**src/rtl/rv32_pkg.sv**
```systemverilog
// Shared types for the RV32 memory-port arbiter: access tags, tie-break
// state and the supported read-latency ceiling.
package rv32_pkg;

  localparam int MEM_LAT_MAX = 4;

  typedef enum logic [1:0] {
    TAG_NONE = 2'd0,
    TAG_IF   = 2'd1,
    TAG_DRD  = 2'd2,
    TAG_DWR  = 2'd3
  } mem_tag_t;

  typedef enum logic {
    WIN_IF = 1'b0,
    WIN_D  = 1'b1
  } arb_win_t;

  function automatic mem_tag_t data_tag(input logic we);
    return we ? TAG_DWR : TAG_DRD;
  endfunction

endpackage

```
**src/rtl/mem_tag_pipe.sv**
```systemverilog
// Delay line carrying one access tag per cycle so that each response can be
// matched to its requester exactly MEM_LAT cycles after the grant.
module mem_tag_pipe
  import rv32_pkg::*;
#(
  parameter int MEM_LAT = 1
) (
  input  logic     clk,
  input  logic     rst,
  input  mem_tag_t tag_in,
  output mem_tag_t tag_out
);

  mem_tag_t stage [MEM_LAT];

  // Reset flushes every in-flight tag so stale reads never surface.
  always_ff @(posedge clk) begin
    if (rst) begin
      for (int i = 0; i < MEM_LAT; i++) begin
        stage[i] <= TAG_NONE;
      end
    end else begin
      stage[0] <= tag_in;
      for (int i = 1; i < MEM_LAT; i++) begin
        stage[i] <= stage[i-1];
      end
    end
  end

  assign tag_out = stage[MEM_LAT-1];

endmodule

```
**src/rtl/mem_port_arbiter.sv**
```systemverilog
// Shares one fixed-latency memory port between instruction fetch and the
// load/store unit, alternating on contention and routing tagged responses.
module mem_port_arbiter
  import rv32_pkg::*;
#(
  parameter int ADDR_W  = 32,
  parameter int DATA_W  = 32,
  parameter int MEM_LAT = 1
) (
  input  logic              clk,
  input  logic              rst,
  input  logic              if_req,
  input  logic [ADDR_W-1:0] if_addr,
  output logic              if_gnt,
  output logic              if_rvalid,
  output logic [DATA_W-1:0] if_rdata,
  input  logic              d_req,
  input  logic              d_we,
  input  logic [3:0]        d_be,
  input  logic [ADDR_W-1:0] d_addr,
  input  logic [DATA_W-1:0] d_wdata,
  output logic              d_gnt,
  output logic              d_rvalid,
  output logic [DATA_W-1:0] d_rdata,
  output logic              mem_en,
  output logic              mem_we,
  output logic [3:0]        mem_be,
  output logic [ADDR_W-1:0] mem_addr,
  output logic [DATA_W-1:0] mem_wdata,
  input  logic [DATA_W-1:0] mem_rdata
);

  arb_win_t last_win;
  arb_win_t last_win_next;
  logic     grant_if;
  logic     grant_d;
  mem_tag_t tag_issue;
  mem_tag_t tag_done;

  always_ff @(posedge clk) begin
    if (rst) begin
      last_win <= WIN_IF;
    end else begin
      last_win <= last_win_next;
    end
  end

  // Tie-break only moves on contended cycles; a lone requester always wins.
  always_comb begin
    grant_if      = 1'b0;
    grant_d       = 1'b0;
    last_win_next = last_win;
    if (!rst) begin
      if (if_req && d_req) begin
        if (last_win == WIN_IF) begin
          grant_d       = 1'b1;
          last_win_next = WIN_D;
        end else begin
          grant_if      = 1'b1;
          last_win_next = WIN_IF;
        end
      end else if (if_req) begin
        grant_if = 1'b1;
      end else if (d_req) begin
        grant_d = 1'b1;
      end
    end
  end

  assign if_gnt = grant_if;
  assign d_gnt  = grant_d;

  always_comb begin
    mem_en    = 1'b0;
    mem_we    = 1'b0;
    mem_be    = 4'h0;
    mem_addr  = '0;
    mem_wdata = '0;
    tag_issue = TAG_NONE;
    if (grant_if) begin
      mem_en    = 1'b1;
      mem_be    = 4'hF;
      mem_addr  = if_addr;
      tag_issue = TAG_IF;
    end else if (grant_d) begin
      mem_en    = 1'b1;
      mem_we    = d_we;
      mem_be    = d_be;
      mem_addr  = d_addr;
      mem_wdata = d_wdata;
      tag_issue = data_tag(d_we);
    end
  end

  mem_tag_pipe #(
    .MEM_LAT (MEM_LAT)
  ) u_tag_pipe (
    .clk     (clk),
    .rst     (rst),
    .tag_in  (tag_issue),
    .tag_out (tag_done)
  );

  // Responses are masked during reset so nothing leaks out while flushing.
  always_comb begin
    if_rvalid = 1'b0;
    if_rdata  = '0;
    d_rvalid  = 1'b0;
    d_rdata   = '0;
    if (!rst) begin
      case (tag_done)
        TAG_IF: begin
          if_rvalid = 1'b1;
          if_rdata  = mem_rdata;
        end
        TAG_DRD: begin
          d_rvalid = 1'b1;
          d_rdata  = mem_rdata;
        end
        TAG_DWR: begin
          d_rvalid = 1'b1;
        end
        default: begin
        end
      endcase
    end
  end

endmodule

```
**config.mk**
```make
export PLATFORM = sky130hd
export DESIGN_NAME = mem_port_arbiter
export DESIGN_NICKNAME = d
export VERILOG_FILES = /design/src/rtl/rv32_pkg.sv /design/src/rtl/mem_tag_pipe.sv /design/src/rtl/mem_port_arbiter.sv
export SDC_FILE = /design/constraint.sdc
export NUM_CORES = 1
export LEC_CHECK = 0
export ABC_AREA = 1
export CAP_MARGIN = 10
export CORE_AREA = 2 2 107 109
export DETAILED_ROUTE_END_ITERATION = 10
export DIE_AREA = 0 0 109 111
export HOLD_SLACK_MARGIN = 0.08
export PLACE_DENSITY = 0.67
export SYNTH_ARGS = -nofsm -noshare
export SYNTH_HDL_FRONTEND = slang
export SYNTH_SLANG_ARGS = --single-unit
```
**constraint.sdc**
```tcl
create_clock -name clk -period 1.8 [get_ports clk]
set_input_delay 0.27 -clock clk [delete_from_list [all_inputs] [get_ports clk]]
set_output_delay 0.27 -clock clk [all_outputs]
set_load 0.01 [all_outputs]
```
# Yosys cells after proc, flatten, opt, wreduce, memory -nomap -nowiden
# Memories as Yosys holds them, arrays and structs flattened.
# Index checks and enable logic that the tools add are counted.
dict set report classes {
  addsub 0
  multipliers 0
  div_mod_pow 0
  n_lt_le_gt_ge 0
  n_eq_ne 3
  shifts 0
  muxes 35
  n_bitwise 0
  n_reduce_logical 3
}
# op n
set ops {}
lappend ops {{$mux W32} 8}
lappend ops {{$mux W1} 22}
lappend ops {{$mux W4} 2}
lappend ops {{$mux W2} 3}
lappend ops {{$eq A2 B2 Y1 const B} 2}
lappend ops {{$reduce_or A2 Y1} 2}
lappend ops {{$eq A2 B1 Y1 const B} 1}
lappend ops {{$logic_and A1 B1 Y1} 1}
dict set report totals {
  reg_bits 1
  latch_bits 0
  ramBits 2
  mem_bits_ro 0
  inputBits 137
  out_inout_bits 138
  elab_cells 43
  memories 1
}
# name words word_bits read_ports rd_ports_with_merged_regs write_ports line
set mem_list {}
lappend mem_list {u_tag_pipe.stage 1 2 1 0 1 mem_tag_pipe.sv:14} ;# mem_tag_t stage [MEM_LAT];

# Longest topological paths before layout
dict set report depth {
  depth_word 7
  ltp_mapped 5
  mapped_depth_nobuf 4
}

# Hierarchy
# Synthesis repeated with hierarchy kept, for this count alone.
dict set report unflattened {
  cells_unflattened 320
  area_unflattened_um2 1490.2
}
# mod n_inst cells_each area_each_um2 seq_area_each_um2
set modules_own_cells {}
lappend modules_own_cells {mem_port_arbiter 1 314 1435.1 20.0}
lappend modules_own_cells {mem_tag_pipe 1 6 55.1 40.0}

# Least setup slack after synthesis
# Ideal clock, no wire load.
dict set report synth_path {
  path_type {reg-to-output}
  start {mem u_tag_pipe.stage[0][1] (netlist name)}
  end {out d_rdata[10]}
  arrival_ns 1.012
  required_ns 1.530
  setup_slack_ns 0.518
  path_stages_with_launch 6
  n_path_buf 1
  cell_sequence {dfxtp_1 > inv_1 > nor2_1 > nand2_1 > buf_2 > nor2_1}
}
dict set report synth_via {
  elab_chain_cells 4
}
# item line
set synth_lines {}
lappend synth_lines {{from (decl)} mem_tag_pipe.sv:14}
lappend synth_lines {{$mem_v2 Z1 W2} --}
lappend synth_lines {{$eq A2 B2 Y1} mem_port_arbiter.sv:111} ;# case (tag_done)
lappend synth_lines {{$mux W32} mem_port_arbiter.sv:111}
lappend synth_lines {{$mux W32} mem_port_arbiter.sv:110} ;# if (!rst) begin
lappend synth_lines {{to (decl)} mem_port_arbiter.sv:24} ;# output logic [DATA_W-1:0] d_rdata,
# No other way between the ends.

# Worst setup path in the final report
dict set report layout_path {
  start {in rst}
  end {out mem_addr[27]}
}
dict set report layout_via {
  elab_chain_cells 3
  word_cells_on_any_way 4
  classes_between {mux: 4}
}
# item line
set layout_lines {}
lappend layout_lines {{from (decl)} mem_port_arbiter.sv:11} ;# input logic rst,
lappend layout_lines {{$mux W1} mem_port_arbiter.sv:53} ;# if (!rst) begin
lappend layout_lines {{$mux W32} mem_port_arbiter.sv:85} ;# end else if (grant_d) begin
lappend layout_lines {{$mux W32 *} mem_port_arbiter.sv:80} ;# if (grant_if) begin
lappend layout_lines {{to (decl)} mem_port_arbiter.sv:28} ;# output logic [ADDR_W-1:0] mem_addr,
# Mark *: on every way between the ends. The rest lies on a longest branch, timed or not.

==> results.sh <==
export IMPL_status="completed"
export IMPL_start_kind="input pin"
export IMPL_place_area_mm2=0.00441
export IMPL_worstSetupPathDepth=8
export IMPL_total_power_mw=1.31
export IMPL_syn_instance_count=318
export IMPL_drive_gt1_share_pct=9.15
export IMPL_pwr_share_comb_pct=67.2
export IMPL_cts_buffers_inserted=3
export IMPL_cts_max_path_buffers=2
export IMPL_cts_clk_slew_worst_paths_ps=30
export IMPL_first_global_vias=2877
export IMPL_cts_root_buf="clkbuf_16"
export IMPL_hpwlAfterDp_mm=7.62
export IMPL_finalMaxSlewViolations=0
export IMPL_drv_cap=0
export IMPL_fin_setup_tns_ps=0
export IMPL_wire_per_inst_um=12.5
export IMPL_hold_class="reg2reg"
export IMPL_maxSlewHeadroom_pct=87.5
export IMPL_holdWs_ps=487
export IMPL_seq_power_share_pct=5.7
export IMPL_tightestPinTransition_ps=187
export IMPL_drc=0
export IMPL_fin_crit_sh_pct=95.1
export IMPL_cpLargestDelayFamily="buffers and inverters"
export IMPL_swShare_pct=32.6
export IMPL_yosysTopAreaCell="nor2_1"
export IMPL_ys_seq_elements=3
export IMPL_core_mm2=0.0111
export IMPL_vdd_ir_drop_max_mv=0.346
export IMPL_finalWirelength_mm=9.32
export IMPL_holdPathStages=2
export IMPL_yosys_area_top_type_share_pct=25.7
export IMPL_p_per_area_mw_per_mm2=290
export IMPL_cts_sinks=3
export IMPL_htreeDepth=1
export IMPL_rsz0062_at_grt="false"
export IMPL_placedCellCount=729
export IMPL_n_antenna_cell=0
export IMPL_grt_pass1_wl_mm=14.2
export IMPL_ys_warn_count=0
export IMPL_worstPathCellList="clkdlybuf4s15_2, buf_4, nor2_4, buf_4, buf_4, nand3_1, nand2_1, clkdlybuf4s15_2"
export IMPL_stdcell_count=744
export IMPL_setup_ws_ps=87.6
export IMPL_busiest_layer="met2"
export IMPL_finalSetupViolations=0
export IMPL_tritoncts="yes"
export IMPL_required_ps=1530
export IMPL_final_core_util_pct=40.8
export IMPL_cpMostUsedCell="buf_4"
export IMPL_dp_slack_ps=-568
export IMPL_max_stage_delay_ps=220
export IMPL_worstSetupPathType="in2out"
export IMPL_fmax_mhz=584
export IMPL_intPower_mw=0.881
export IMPL_avgSynthCellArea_um2=4.45
export IMPL_r2r_worst_path_cells=6
export IMPL_grt_max_degree=33
export IMPL_arrival_ps=1440
export IMPL_synth_distinct_cells=11
export IMPL_die_y_um=111
export IMPL_ant_nets=0
export IMPL_p_leak_nw=2.77
export IMPL_design_area_mm2=0.00451
export IMPL_finalNetCount=739
export IMPL_io_pins=275
export IMPL_antenna_found_initial=0
export IMPL_syn_area_mm2=0.00142
export IMPL_synthesis_nets=455
export IMPL_ys_top_cells_by_area="nor2_1 26%, inv_1 19%, nand4_1 16%, nand3_1 12%, nand2_1 11%"
export IMPL_viasPerCell=4.06
export IMPL_place_gp_congestion=0.850
export IMPL_period_minus_slack_ps=1710
export IMPL_dieWidth_um=109
export IMPL_insertion_delay_ps=220
export IMPL_grtUsageMet2_pct=28.1
export IMPL_grt_met3_usage_pct=3.23
export IMPL_routed_via_count=3024
export IMPL_std_cell_rows=39
export IMPL_die_area_mm2=0.0121
export IMPL_critPathSlowestCell="clkdlybuf4s15_2"
export IMPL_clkPwrFrac_pct=27.0
export IMPL_ctsHoldBuffers=0
export IMPL_cp_end_kind="output pin"
export IMPL_drt_iter0_drc=103
export IMPL_grt_use_total_pct=14.4
export IMPL_synth_seq_area_share_pct=4.24
export IMPL_first_pass_iters=4
export IMPL_grt_overflow=0
export IMPL_portBuffers=274
export IMPL_cp_num_buf_inv=5
export IMPL_cp_max_fo=11
export IMPL_area_growth_synth_to_final_pct=219
export IMPL_start_util_pct=12.8
export IMPL_power_switching_mw=0.426
export IMPL_met1_usage_pct=15.2
export IMPL_skew_ps=1.84
export IMPL_hold_viol=0
-- registers in the layout, indices dropped and copies added, names as in the netlist --
signal,cells
last_win,1
u_tag_pipe.stage,2
-- final timing paths --
kind	from	slack, ps	end
worst min-delay path	last_win$_SDFFE_PP0P_	490	last_win$_SDFFE_PP0P_
worst max-delay path	rst	90	mem_addr[27]
worst max register to register	last_win$_SDFFE_PP0P_	720	u_tag_pipe.stage[0][0]$_SDFF_PP0_
worst min register to register	last_win$_SDFFE_PP0P_	490	last_win$_SDFFE_PP0P_
-- power by group through the flow --
stage / clock network [mW] / registers, mW / logic (mW)
after global placement: 0 / 0.0748 / 0.916
final: 0.353 / 0.0751 / 0.879
after global routing: 0.364 / 0.0756 / 0.953
after detailed placement: 0 / 0.0748 / 0.927
after CTS: 0.358 / 0.0751 / 0.892
after floorplan: 0 / 0.0743 / 0.289
-- layer usage --
layer	routed length (um)	vias to the layer above
li1	-	1532
met1	3390	1332
met2	4880	144
met3	896	16
met4	155	0
met5	0	-
-- cell usage in the layout (no fill, tap or decap) --
master	Yosys	layout
clkbuf_2	0	6
buf_2	26	2
clkdlybuf4s50_1	0	134
nor2_2	1	1
inv_4	0	1
buf_8	0	2
nand2_4	0	1
nand2_1	43	41
inv_1	73	73
clkdlybuf4s15_2	0	4
buf_6	0	2
bufbuf_16	0	2
nor2_4	0	1
clkbuf_16	0	3
buf_4	0	21
nand4_1	37	37
dfxtp_1	3	3
nand3_2	0	1
dlygate4sd2_1	0	126
nand2_2	0	1
nand3_4	0	2
buf_12	0	5
nor2_1	97	96
clkbuf_1	1	1
a21oi_1	1	1
clkdlybuf4s15_1	0	2
nand3_1	35	32
-- layout make-up --
type | instances | area, um2
Clock buffer | 4 | 78.8
Tap cell | 143 | 179
Fill cell | 1180 | 6560
Inverter | 74 | 280
Sequential cell | 3 | 60.1
Timing Repair Buffer | 306 | 2930
Multi-Input combinational cell | 214 | 991
-- synthesized netlist by cell type, drive strengths merged --
cell    instances
clkbuf          1
nor2           98
nand2          43
nand4          37
a21oi           1
buf            26
inv            74
nand3          35
dfxtp           3
-- what timing repair did --
item / CTS / global route
hold endpoints to repair: 0 / 0
setup endpoints to repair: 138 / 20
cloned: 2 / 0
resized for setup: 170 / 16
pin swaps: 1 / 1
setup buffers: 9 / 1
-- tightest hold or removal path: cells and delay by family (launching register included) --
family	cells	cell delay [ps]
DFF	1	320
and+or+nand+nor	1	70
AOI/OAI and AO/OA	1	50
-- cells by family after synthesis --
logic type	synth area share (%)
AO/OA/AOI/OAI	0.353
buffers and inverters	29.1
flip-flops	4.24
AND/OR/NAND/NOR	66.3
(Power assumes the default switching activity.)
